$ cat config.mk
export PLATFORM = sky130hd
export DESIGN_NAME = fetch_unit
export DESIGN_NICKNAME = d
export VERILOG_FILES = /design/src/rtl/fetch_unit.sv
export SDC_FILE = /design/constraint.sdc
export NUM_CORES = 1
export LEC_CHECK = 0
export ABC_AREA = 1
export CAP_MARGIN = 20
export CORE_MARGIN = 8
export CORE_UTILIZATION = 35
export DETAILED_ROUTE_END_ITERATION = 7
export PLACE_DENSITY_LB_ADDON = 0.15
export SYNTH_ARGS = -nofsm -noshare
export SYNTH_HDL_FRONTEND = slang
export SYNTH_SLANG_ARGS = --single-unit
$ cat constraint.sdc
create_clock -name clk -period 1.5 [get_ports clk]
set_clock_uncertainty 0.2 [all_clocks]
set_input_delay 0.3 -clock clk [delete_from_list [all_inputs] [get_ports clk]]
set_output_delay 0.3 -clock clk [all_outputs]
set_load 0.05 [all_outputs]
$ cat src/rtl/fetch_unit.sv
// fetch_unit: instruction fetch stage between the program counter and the decoder.
// It fetches the opcode and 0-2 operand bytes from the memory bus and presents
// the complete instruction on a valid/ready handshake. The PC advances once per
// byte consumed.
//
// Optional feature, enabled by defining FETCH_JMP_SHORTCUT_EN: absolute JMP
// (opcode 0x4C) loads its target into the PC directly through
// pc_lower_byte / pc_branch, so the next fetch starts at the jump target.
//
// Ports:
//   clk, rst                  clock and synchronous active-high reset
//   pc_address                current PC value
//   pc_increment              one-cycle pulse, PC += 1
//   pc_lower_byte, pc_branch  PC target-load pulses, data on pc_bra_add
//   pc_bra_add                target byte; 0 when neither load pulse is high
//   mem_addr, mem_rd          read request, held until mem_ack
//   mem_rdata, mem_ack        read data and completion
//   fetch_flush               abort the fetch and restart at pc_address
//   ins_valid, ins_ready      instruction handshake towards the decoder
//   ins_opcode/op1/op2        instruction bytes, unused bytes are 0
//   ins_len                   instruction length 1..3 (0 after reset)
//
// state    | meaning
// RST_WAIT | one idle cycle after reset
// F_OP     | reading the opcode byte
// F_B1     | reading the first operand byte
// F_B2     | reading the second operand byte
// ISSUE    | instruction held on the outputs until accepted
module fetch_unit (
  input  logic        clk,
  input  logic        rst,
  input  logic [15:0] pc_address,
  output logic        pc_increment,
  output logic        pc_lower_byte,
  output logic        pc_branch,
  output logic [7:0]  pc_bra_add,
  output logic [15:0] mem_addr,
  output logic        mem_rd,
  input  logic [7:0]  mem_rdata,
  input  logic        mem_ack,
  input  logic        fetch_flush,
  output logic        ins_valid,
  input  logic        ins_ready,
  output logic [7:0]  ins_opcode,
  output logic [7:0]  ins_op1,
  output logic [7:0]  ins_op2,
  output logic [1:0]  ins_len
);

  typedef enum logic [2:0] {RST_WAIT, F_OP, F_B1, F_B2, ISSUE} state_t;

  state_t     state_q, state_d;
  logic [7:0] opcode_q, opcode_d;
  logic [7:0] op1_q, op1_d;
  logic [7:0] op2_q, op2_d;
  logic [1:0] len_q, len_d;

  function automatic logic [1:0] len_of(input logic [7:0] op);
    if (op[3:0] == 4'h8 || op[3:0] == 4'hA ||
        op == 8'h00 || op == 8'h40 || op == 8'h60)
      return 2'd1;
    else if (op[3:2] == 2'b11 || op[4:0] == 5'b11001 || op == 8'h20)
      return 2'd3;
    else
      return 2'd2;
  endfunction

  // The PC advances on the same edge, so the next read sees the new address.
  assign mem_addr   = pc_address;
  assign ins_opcode = opcode_q;
  assign ins_op1    = op1_q;
  assign ins_op2    = op2_q;
  assign ins_len    = len_q;

  always_comb begin
    state_d       = state_q;
    opcode_d      = opcode_q;
    op1_d         = op1_q;
    op2_d         = op2_q;
    len_d         = len_q;
    mem_rd        = 1'b0;
    ins_valid     = 1'b0;
    pc_increment  = 1'b0;
    pc_lower_byte = 1'b0;
    pc_branch     = 1'b0;
    pc_bra_add    = 8'h00;

    case (state_q)
      RST_WAIT: state_d = F_OP;
      F_OP: begin
        mem_rd = 1'b1;
        if (mem_ack) begin
          opcode_d     = mem_rdata;
          op1_d        = 8'h00;
          op2_d        = 8'h00;
          len_d        = len_of(mem_rdata);
          pc_increment = 1'b1;
          state_d      = (len_of(mem_rdata) == 2'd1) ? ISSUE : F_B1;
        end
      end
      F_B1: begin
        mem_rd = 1'b1;
        if (mem_ack) begin
          op1_d        = mem_rdata;
          pc_increment = 1'b1;
`ifdef FETCH_JMP_SHORTCUT_EN
          if (opcode_q == 8'h4C) begin
            pc_lower_byte = 1'b1;
            pc_bra_add    = mem_rdata;
          end
`endif
          state_d = (len_q == 2'd2) ? ISSUE : F_B2;
        end
      end
      F_B2: begin
        mem_rd = 1'b1;
        if (mem_ack) begin
          op2_d   = mem_rdata;
          state_d = ISSUE;
`ifdef FETCH_JMP_SHORTCUT_EN
          // The branch replaces the increment: the PC jumps straight to the target.
          if (opcode_q == 8'h4C) begin
            pc_branch  = 1'b1;
            pc_bra_add = mem_rdata;
          end else begin
            pc_increment = 1'b1;
          end
`else
          pc_increment = 1'b1;
`endif
        end
      end
      ISSUE: begin
        ins_valid = 1'b1;
        if (ins_ready) begin
          op1_d   = 8'h00;
          op2_d   = 8'h00;
          state_d = F_OP;
        end
      end
      default: state_d = RST_WAIT;
    endcase

    // Flush wins over everything: drop any coincident ack or handshake.
    if (fetch_flush) begin
      state_d       = F_OP;
      opcode_d      = opcode_q;
      len_d         = len_q;
      op1_d         = 8'h00;
      op2_d         = 8'h00;
      mem_rd        = 1'b0;
      ins_valid     = 1'b0;
      pc_increment  = 1'b0;
      pc_lower_byte = 1'b0;
      pc_branch     = 1'b0;
      pc_bra_add    = 8'h00;
    end
  end

  always_ff @(posedge clk) begin
    if (rst) begin
      state_q  <= RST_WAIT;
      opcode_q <= 8'h00;
      op1_q    <= 8'h00;
      op2_q    <= 8'h00;
      len_q    <= 2'd0;
    end else begin
      state_q  <= state_d;
      opcode_q <= opcode_d;
      op1_q    <= op1_d;
      op2_q    <= op2_d;
      len_q    <= len_d;
    end
  end

endmodule

=== Word level (Yosys, flattened, before mapping) ===
Cells that the tools add are included.

* Logic and storage cells: 69
* Input bits: 29
* Output and inout port bits: 55
* Bits in registers: 29

* Reduce and logical (&&, ||, !) cells: 17
* Mux-type cells: 24
* Eq/ne operators: 21
* Bitwise operators: 1

{| class="wikitable"
|+ Operator list
! operator !! count
|-
| $pmux 8 s3 || 2
|-
| $mux 8 || 3
|-
| $mux 3 || 6
|-
| $eq 8x7->1 const B || 2
|-
| $reduce_and 4->1 || 4
|-
| $pmux 3 s5 || 1
|-
| $ne 3x3->1 const B || 4
|-
| $mux 1 || 9
|-
| $eq 4x4->1 const B || 2
|-
| $eq 8x6->1 const B || 1
|-
| $logic_not 8->1 || 1
|-
| $ne 2x2->1 const B || 4
|-
| $eq 3x2->1 const B || 2
|-
| $logic_or 1x1->1 || 6
|-
| $mux 2 || 3
|-
| $reduce_bool 3->1 || 2
|-
| $eq 5x5->1 const B || 1
|-
| $eq 2x2->1 const B || 2
|-
| $eq 3x1->1 const B || 1
|-
| $eq 3x3->1 const B || 1
|-
| $logic_not 3->1 || 1
|-
| $reduce_and 3->1 || 1
|-
| $reduce_or 3->1 || 1
|-
| $eq 2x1->1 const B || 1
|-
| other kinds (2) || 2
|}

=== Logic depth before layout (Yosys ltp) ===
Gate-level depths: netlist (run 1).

* Depth after elaboration: 13
* Mapped depth: 9
* Gate-level depth less buffers: 9

=== Worst setup path after synthesis (run 1) ===
No wires, ideal clock.

* Path kind: reg2out
* From: register state_q[1]
* To: output pc_increment
* Path slack: -0.949 ns
* Stages on the path, launching flop included: 3
* Required time: 1.000 ns
* Arrival time: 1.949 ns
* Path buffers: 0
* Cells stage by stage: dfxtp_1 > nor2_2 > nor4_1

* Word-level cells in the longest chain between the ends: 4
* Elaborated cells between the ends (all ways): 6
* Classes of those cells: 3 x eq/ne; 2 x mux; 1 x reduce/logical

{| class="wikitable"
|+ RTL lines
! item !! line !! source
|-
| from (decl) || 52 || <nowiki>state_t state_q, state_d;</nowiki>
|-
| from (signal assigned) || 168 || <nowiki>state_q <= state_d;</nowiki>
|-
| $eq 3x2->1 or $eq 3x1->1 (tied branches) || 88 || <nowiki>case (state_q)</nowiki>
|-
| $reduce_or 3->1 (no source line) (*) || - ||
|-
| $mux 1 (*) || - ||
|-
| $mux 1 (*) || 145 || <nowiki>if (fetch_flush) begin</nowiki>
|-
| to (decl) || 33 || <nowiki>output logic pc_increment,</nowiki>
|}

Mark *: on every way between the ends. The rest lies on a longest branch, timed or not.

=== Final worst setup path (run 1) ===
* From: register state_q[0]
* To: output pc_increment

The elaborated chain is that of the path after synthesis.

==> metrics.yaml, run 1 <==
start_util: 0.358
finalSetupViolations: 32
synth_top_area_share: 0.378
seqCellArea_um2: 592
vdd_drop_max_uv: 385
max-cap-violations: 0
cp-end-kind: "output pin"
clkLatencyLatePin_ns: 0.28
synth_area_um2: 1540
status: "complete, but fails checks"
synth_area_leaders: "dfxtp_1 (38%), buf_4 (13%), nor2_1 (11%)"
ff2ff_setup_slack_ns: -0.16
cts_htree_levels: 2
rsz0062_at_grt: "yes"
final_antenna_net_count: 0
vias_per_cell: 4.62
worst_slack_ns: -0.272
leakage_nw: 1.13
fmax_mhz: 564
fin_nets: 313
final_cell_mix: "nor2_1 (38), buf_12 (30), buf_4 (28)"
die_w_um: 82.3
drt_iter0_markers: 100
fillers: 373
power.sequential.fraction: 0.383
path_clk_slew_ns: 0.07
finish.utilization: 0.613
swShare: 0.351
synth-seq-area-share: 0.378
worst_path_max_delay_cell: "dfxtp_4"
grt_pass1_vias: 1459
avgSynthCellArea_um2: 6.98
combinationalPowerShare: 0.336
regToRegEndpoint: "ins_len[1]"
final_common_cell: "nor2_1"
critPathMaxFanout: 4
postCtsHoldBufs: 0
synth_top_area_cell: "dfxtp_1"
rr_worst_depth: 9
cp_top_family: "flip-flops"
netlist_instances: 220
critPathLaunch: "state_q[0]"
cts_sinks: 29
ys_warn_count: 0
cpPeakStageDelay_ns: 0.38
placed_area_um2: 2360
crit_chain: "nor2_4 > buf_6 > nor4_4 > buf_12"
pwr-share-clk: 0.281
tritoncts: "built"
grt_max_degree: 18
drive_gt1_frac: 0.365
die_area_um2: 6770
fin_crit_sh: 1.18
route.final.wire_length_mm: 4.36
period_needed_ns: 1.77
grt_pass1_wl_mm: 6.62
powerDensity_nw_per_um2: 852
die_h_um: 82.3
violations: "negative setup slack"
pin_count: 84
final_area_um2: 2630
num_rows: 24
p_sw_mw: 0.787
worstPathArrival_ns: 1.27
cts_buffer_depth: 2
antenna_found_initial: 0
cp_num_buf_inv: 2
ys_types: 23
worstPathRequired_ns: 1.00
cts_root_buffer: "clkbuf_8"
dpl.hpwl_mm: 3.22
drc: 0
holdCritPathClass: "reg -> reg"
crit_cells: 4
r2r_start: "state_q[1]"
overflow: 0
fp.coreArea_um2: 4290
numCtsBuffers: 5
wl_per_cell_um: 12.9
drtPass1Iterations: 4
crit_path_end: "pc_increment"
gp_routability_congestion: 0.823
worst_setup_path_start_kind: "flip-flop"
tns_ns: -3.12
hold_viol: 0
criticalPathCategory: "reg -> out"
ys_ff_latch: 29
slew_viol_final: 0
num_vias: 1556
p_int_mw: 1.46
port_buffers: 41
grt.total_usage: 0.127
diodes: 0
multiInputGateArea_um2: 747
area_growth_pct: 71.4
[power groups by stage]
stage	logic [mW]	clock network, mW	registers (mW)
2_1_floorplan	0.389	0	0.986
3_3_place_gp	0.686	0	0.878
3_5_place_dp	0.690	0	0.878
4_1_cts	0.716	0.653	0.860
5_1_grt	0.804	0.676	0.865
6_report	0.755	0.630	0.860
[metrics by stage]
stage / setup slack (ns) / hold WS [ns] / power, mW / instances
after floorplan: -0.135 / 0.169 / 1.37 / 229
after global placement: -0.348 / 0.274 / 1.56 / 320
after detailed placement: -0.377 / 0.277 / 1.57 / 320
after CTS: -0.281 / 0.289 / 2.23 / 333
after global routing: -0.329 / 0.307 / 2.35 / 337
final: -0.272 / 0.285 / 2.24 / 337
[area by class of cell]
| cell class | instances | area share |
|---|---|---|
| clock buffers | 5 | 0.0261 |
| clock inverters | 3 | 0.00665 |
| inverters | 30 | 0.0461 |
| multi-input cells | 141 | 0.284 |
| flip-flops and latches | 29 | 0.225 |
| well taps | 52 | 0.0247 |
| repair buffers | 77 | 0.388 |
[worst min path at each step]
stage / from / endpoint / slack (ns) / cells past startpoint
after global placement: ins_op2[1] / ins_op2[1] / 0.27 / 2
final: ins_op2[6] / ins_op2[6] / 0.29 / 2
after floorplan: rst / ins_len[1] / 0.17 / 1
after detailed placement: ins_op2[2] / ins_op2[2] / 0.28 / 2
after global routing: ins_op2[1] / ins_op2[1] / 0.31 / 2
after CTS: ins_op2[2] / ins_op2[2] / 0.29 / 2
[sequential cells by signal, indices dropped and copies added, names as in the netlist]
signal / cells
ins_opcode: 8
ins_len: 2
ins_op1: 8
state_q: 3
ins_op2: 8
[Yosys cell counts]
| cell | n |
|---|---|
| nor2_1 | 43 |
| dfxtp_1 | 29 |
| buf_4 | 27 |
| inv_1 | 27 |
| o21ai_0 | 24 |
| a21oi_1 | 20 |
| nand2_1 | 18 |
| nand3_1 | 5 |
| o21ai_1 | 5 |
| nand3_2 | 3 |
| nor2_2 | 3 |
| nor3_1 | 3 |
| inv_2 | 2 |
| nand2_2 | 2 |
| a31oi_1 | 1 |
| buf_1 | 1 |
| buf_6 | 1 |
| conb_1 | 1 |
| inv_4 | 1 |
| nand4_1 | 1 |
| nor3_4 | 1 |
| nor4_1 | 1 |
| o21ai_2 | 1 |
[timing repair]
item,4_1_cts,5_1_grt
resized for setup,21,25
pin swaps,6,3
buffers inserted,5,3
gates cloned,0,1
endpoints found under the setup margin,27,32
[logic make-up after synthesis]
logic type      share of synthesized area
other cells                       0.00244
buf+inv                             0.217
simple gates                        0.234
flops                               0.378
compound gates                      0.169
[metal layers]
layer,GRT usage,vias up,part of all wire
met5,0,-,0
met4,0.0754,0,0.028
met3,0.0281,12,0.078
met2,0.214,51,0.48
met1,0.143,691,0.41
li1,-,802,-
[worst register-to-register path: cells and delay by family, from the launching register on]
kind / cells / cell delay, ns
flip-flops: 1 / 0.36
buffers and inverters: 5 / 0.48
AND/OR/NAND/NOR: 3 / 0.46
AO/OA/AOI/OAI: 1 / 0.11
(Power assumes the default switching activity.)
==> run 2, diff against run 1 <==
Settings changed: CORE_MARGIN 8 to not set.
==> metrics.yaml, run 2 (same netlist as run 1, synthesis figures left out) <==
clkLatencyLatePin_ns: 0.28
ff2ff_setup_slack_ns: -0.12
violations: "negative setup slack"
numCtsBuffers: 5
fp.coreArea_um2: 4120
start_util: 0.373
powerDensity_nw_per_um2: 830
cp-end-kind: "output pin"
drt_iter0_markers: 61
criticalPathCategory: "reg -> out"
drc: 0
area_growth_pct: 84.0
die_h_um: 68.3
pwr-share-clk: 0.269
final_antenna_net_count: 0
tritoncts: "built"
grt_pass1_wl_mm: 6.71
swShare: 0.362
period_needed_ns: 1.76
grt_max_degree: 18
antenna_found_initial: 0
grt.total_usage: 0.202
hold_viol: 0
die_w_um: 68.3
wl_per_cell_um: 13.0
overflow: 0
die_area_um2: 4660
num_vias: 1617
vdd_drop_max_uv: 484
status: "complete, but fails checks"
slew_viol_final: 0
relSlewSlack: 0.631
max-cap-violations: 0
holdCritPathClass: "reg -> reg"
vias_per_cell: 4.76
tightest_slew_ns: 0.552
pin_count: 84
power.sequential.fraction: 0.369
path_clk_slew_ns: 0.07
rsz0062_at_grt: "yes"
postCtsHoldBufs: 0
cts_sinks: 29
diodes: 0
final_common_cell: "nor2_1"
fin_crit_sh: 1.17
worst_slack_ns: -0.260
final_area_um2: 2830
num_rows: 23
cts_htree_levels: 2
placed_area_um2: 2390
route.final.wire_length_mm: 4.43
leakage_nw: 1.19
drtPass1Iterations: 4
fmax_mhz: 568
gp_routability_congestion: 0.810
dpl.hpwl_mm: 2.88
p_int_mw: 1.50
fin_nets: 318
critPathMaxFanout: 3
final_cell_mix: "nor2_1 (36), buf_12 (29), buf_4 (27)"
combinationalPowerShare: 0.362
grt_pass1_vias: 1436
cts_root_buffer: "clkbuf_8"
dp_slack_ns: -0.392
p_sw_mw: 0.850
tns_ns: -2.28
worst_setup_path_start_kind: "flip-flop"
worstPathRequired_ns: 1.00
cts_buffer_depth: 2
worstPathArrival_ns: 1.26
finalSetupViolations: 27
port_buffers: 41
drive_gt1_frac: 0.476
-- run 2: power groups by stage --
| stage | Sequential [mW] | Clock (mW) | Combinational, mW |
|---|---|---|---|
| 6_report | 0.866 | 0.632 | 0.849 |
| 5_1_grt | 0.870 | 0.685 | 0.900 |
| 3_3_place_gp | 0.879 | 0 | 0.693 |
| 3_5_place_dp | 0.879 | 0 | 0.697 |
| 4_1_cts | 0.859 | 0.649 | 0.770 |
| 2_1_floorplan | 0.986 | 0 | 0.389 |
-- run 2: cell type report --
type,instances,area (µm²)
fill,321,1290
timing repair buffer,80,1040
multi-input combinational,143,922
sequential,29,592
inverter,30,128
clock buffer,5,68.8
tap,50,62.6
clock inverter,3,17.5
-- run 2: repair_timing --
| item | CTS | global route |
|---|---|---|
| setup buffers | 5 | 1 |
| pin swaps | 9 | 8 |
| gates resized for setup | 57 | 47 |
| endpoints found under the setup margin | 29 | 32 |
| cloned | 1 | 1 |
-- run 2: critical path, cell delays in order, from the launching register on --
cell and delay [ns]:
dfxtp_4 0.37, nor2_4 0.05, buf_6 0.12, nor4_4 0.25, buf_12 0.17
-- run 2: worst paths after layout --
path,end,from,depth (start not counted)
setup reg to reg,ins_opcode[5],state_q[1],7
setup / recovery,pc_increment,state_q[1],4
hold / removal,ins_op2[5],ins_op2[5],2
hold reg to reg,ins_op2[5],ins_op2[5],2
-- run 2: stage by stage --
step / utilization / hold slack [ns] / total power [mW] / instances
CTS: 0.644 / 0.288 / 2.28 / 338
finish: 0.687 / 0.284 / 2.35 / 340
floorplan: - / 0.169 / 1.37 / 229
detailed placement: 0.581 / 0.277 / 1.58 / 324
global placement: 0.581 / 0.274 / 1.57 / 324
global route: 0.687 / 0.299 / 2.46 / 340
-- run 2: metal layers --
metal / vias up / GRT usage / wire [µm]
met5: - / 0 / 0
met4: 0 / 0.0964 / 143
met3: 15 / 0.0617 / 252
met2: 58 / 0.327 / 2180
met1: 737 / 0.242 / 1850
li1: 807 / - / -
==> run 3, diff against run 2 <==
Settings changed: CAP_MARGIN 20 to not set, SKIP_LAST_GASP set to 1.
==> metrics.yaml, run 3 (same netlist as run 1, synthesis figures left out) <==
status: "complete, but fails checks"
violations: "negative setup slack"
drive_gt1_frac: 0.527
diodes: 0
drc: 0
p_total_mw: 2.40
criticalPathCategory: "reg -> out"
min_path_cells: 2
ff2ff_setup_slack_ns: -0.13
period_needed_ns: 1.77
regToRegEndpoint: "ins_opcode[4]"
vias_per_cell: 4.74
antenna_found_initial: 0
fmax_mhz: 566
relSlewSlack: 0.657
drt_iter0_markers: 64
min_from: "ins_op2[5]"
worstPathArrival_ns: 1.27
max-cap-violations: 0
final_common_cell: "nor2_1"
crit_cells: 4
num_vias: 1632
route.final.wire_length_mm: 4.70
worst_path_max_delay_cell: "dfxtp_4"
fin_nets: 322
holdCritPathClass: "reg -> reg"
tritoncts: "built"
drtPass1Iterations: 4
hold_end: "ins_op2[5]"
final_area_um2: 2930
postCtsHoldBufs: 0
cp_num_buf_inv: 2
crit_chain: "nor2_4 > buf_6 > nor4_4 > buf_12"
die_area_um2: 4660
cp-end-kind: "output pin"
cp_top_family: "flip-flops"
leakage_nw: 1.22
final_cell_mix: "nor2_1 (33), buf_4 (29), buf_12 (29)"
vdd_drop_max_uv: 493
slew_viol_final: 0
final_antenna_net_count: 0
fp.coreArea_um2: 4120
rsz0062_at_grt: "yes"
worst_setup_path_start_kind: "flip-flop"
area_growth_pct: 90.6
numCtsBuffers: 5
dpl.hpwl_mm: 2.88
cts_htree_levels: 2
r2r_start: "state_q[1]"
die_h_um: 68.3
cts_buffer_depth: 2
rr_worst_depth: 7
path_clk_slew_ns: 0.07
critPathLaunch: "state_q[1]"
worstPathRequired_ns: 1.00
gp_routability_congestion: 0.810
grt.total_usage: 0.200
cts_root_buffer: "clkbuf_8"
pin_count: 84
grt_pass1_vias: 1436
num_rows: 23
finish.utilization: 0.712
cpPeakStageDelay_ns: 0.37
tightest_slew_ns: 0.514
wl_per_cell_um: 13.7
finalSetupViolations: 32
powerDensity_nw_per_um2: 820
overflow: 0
worst_slack_ns: -0.268
hold_slack_ns: 0.285
grt_pass1_wl_mm: 6.65
start_util: 0.373
die_w_um: 68.3
placed_area_um2: 2390
port_buffers: 41
cts_sinks: 29
grt_max_degree: 18
clkLatencyLatePin_ns: 0.28
hold_viol: 0
critPathMaxFanout: 3
fin_crit_sh: 1.18
dp_slack_ns: -0.392
run 3: cell types whose count changed in the layout (fill, tap and decap cells not counted), sizes merged:
cell / change
buf: +4
run 3: worst max-delay path by stage:
stage and to:
6_report pc_increment, 5_1_grt pc_increment, 4_1_cts pc_increment, 3_5_place_dp ins_opcode[1]
3_3_place_gp ins_op2[1], 2_1_floorplan mem_rd
run 3: stage by stage:
stage	TNS [ns]	instances
after CTS	-1.30	338
after detailed placement	-9.86	324
after floorplan	-0.740	229
final	-2.94	344
after global routing	-4.58	344
after global placement	-10.13	324
run 3: report_power, final:
part | switching, mW | internal (mW) | leakage (nW)
clock network | 0.323 | 0.319 | 0.0439
registers | 0.0568 | 0.811 | 0.238
logic | 0.507 | 0.386 | 0.936
total | 0.887 | 1.52 | 1.22
run 3: layer usage:
| layer | share of wire | vias to the layer above | GRT usage |
|---|---|---|---|
| met1 | 0.40 | 761 | 0.243 |
| li1 | - | 810 | - |
| met3 | 0.061 | 4 | 0.0600 |
| met2 | 0.53 | 57 | 0.320 |
| met4 | 0.011 | 0 | 0.0938 |
| met5 | 0 | - | 0 |
run 3: tightest hold or removal path, cell delays in order, from the launching register on:
cell,delay [ns]
dfxtp_1,0.33
inv_1,0.06
a21oi_1,0.05
run 3: final cells by class:
| cell class | count | area (µm²) |
|---|---|---|
| fill | 313 | 1190 |
| tap | 50 | 62.6 |
| clock buffer | 5 | 68.8 |
| clock inverter | 3 | 17.5 |
| timing repair buffer | 84 | 1070 |
| multi-input combinational | 143 | 987 |
| sequential | 29 | 592 |
| inverter | 30 | 128 |
run 3: timing repair:
action                     CTS  global route
cloned                       1             1
pin swaps                    9            18
setup endpoints to repair   29            32
resized for setup           46            77
buffers inserted             5             6
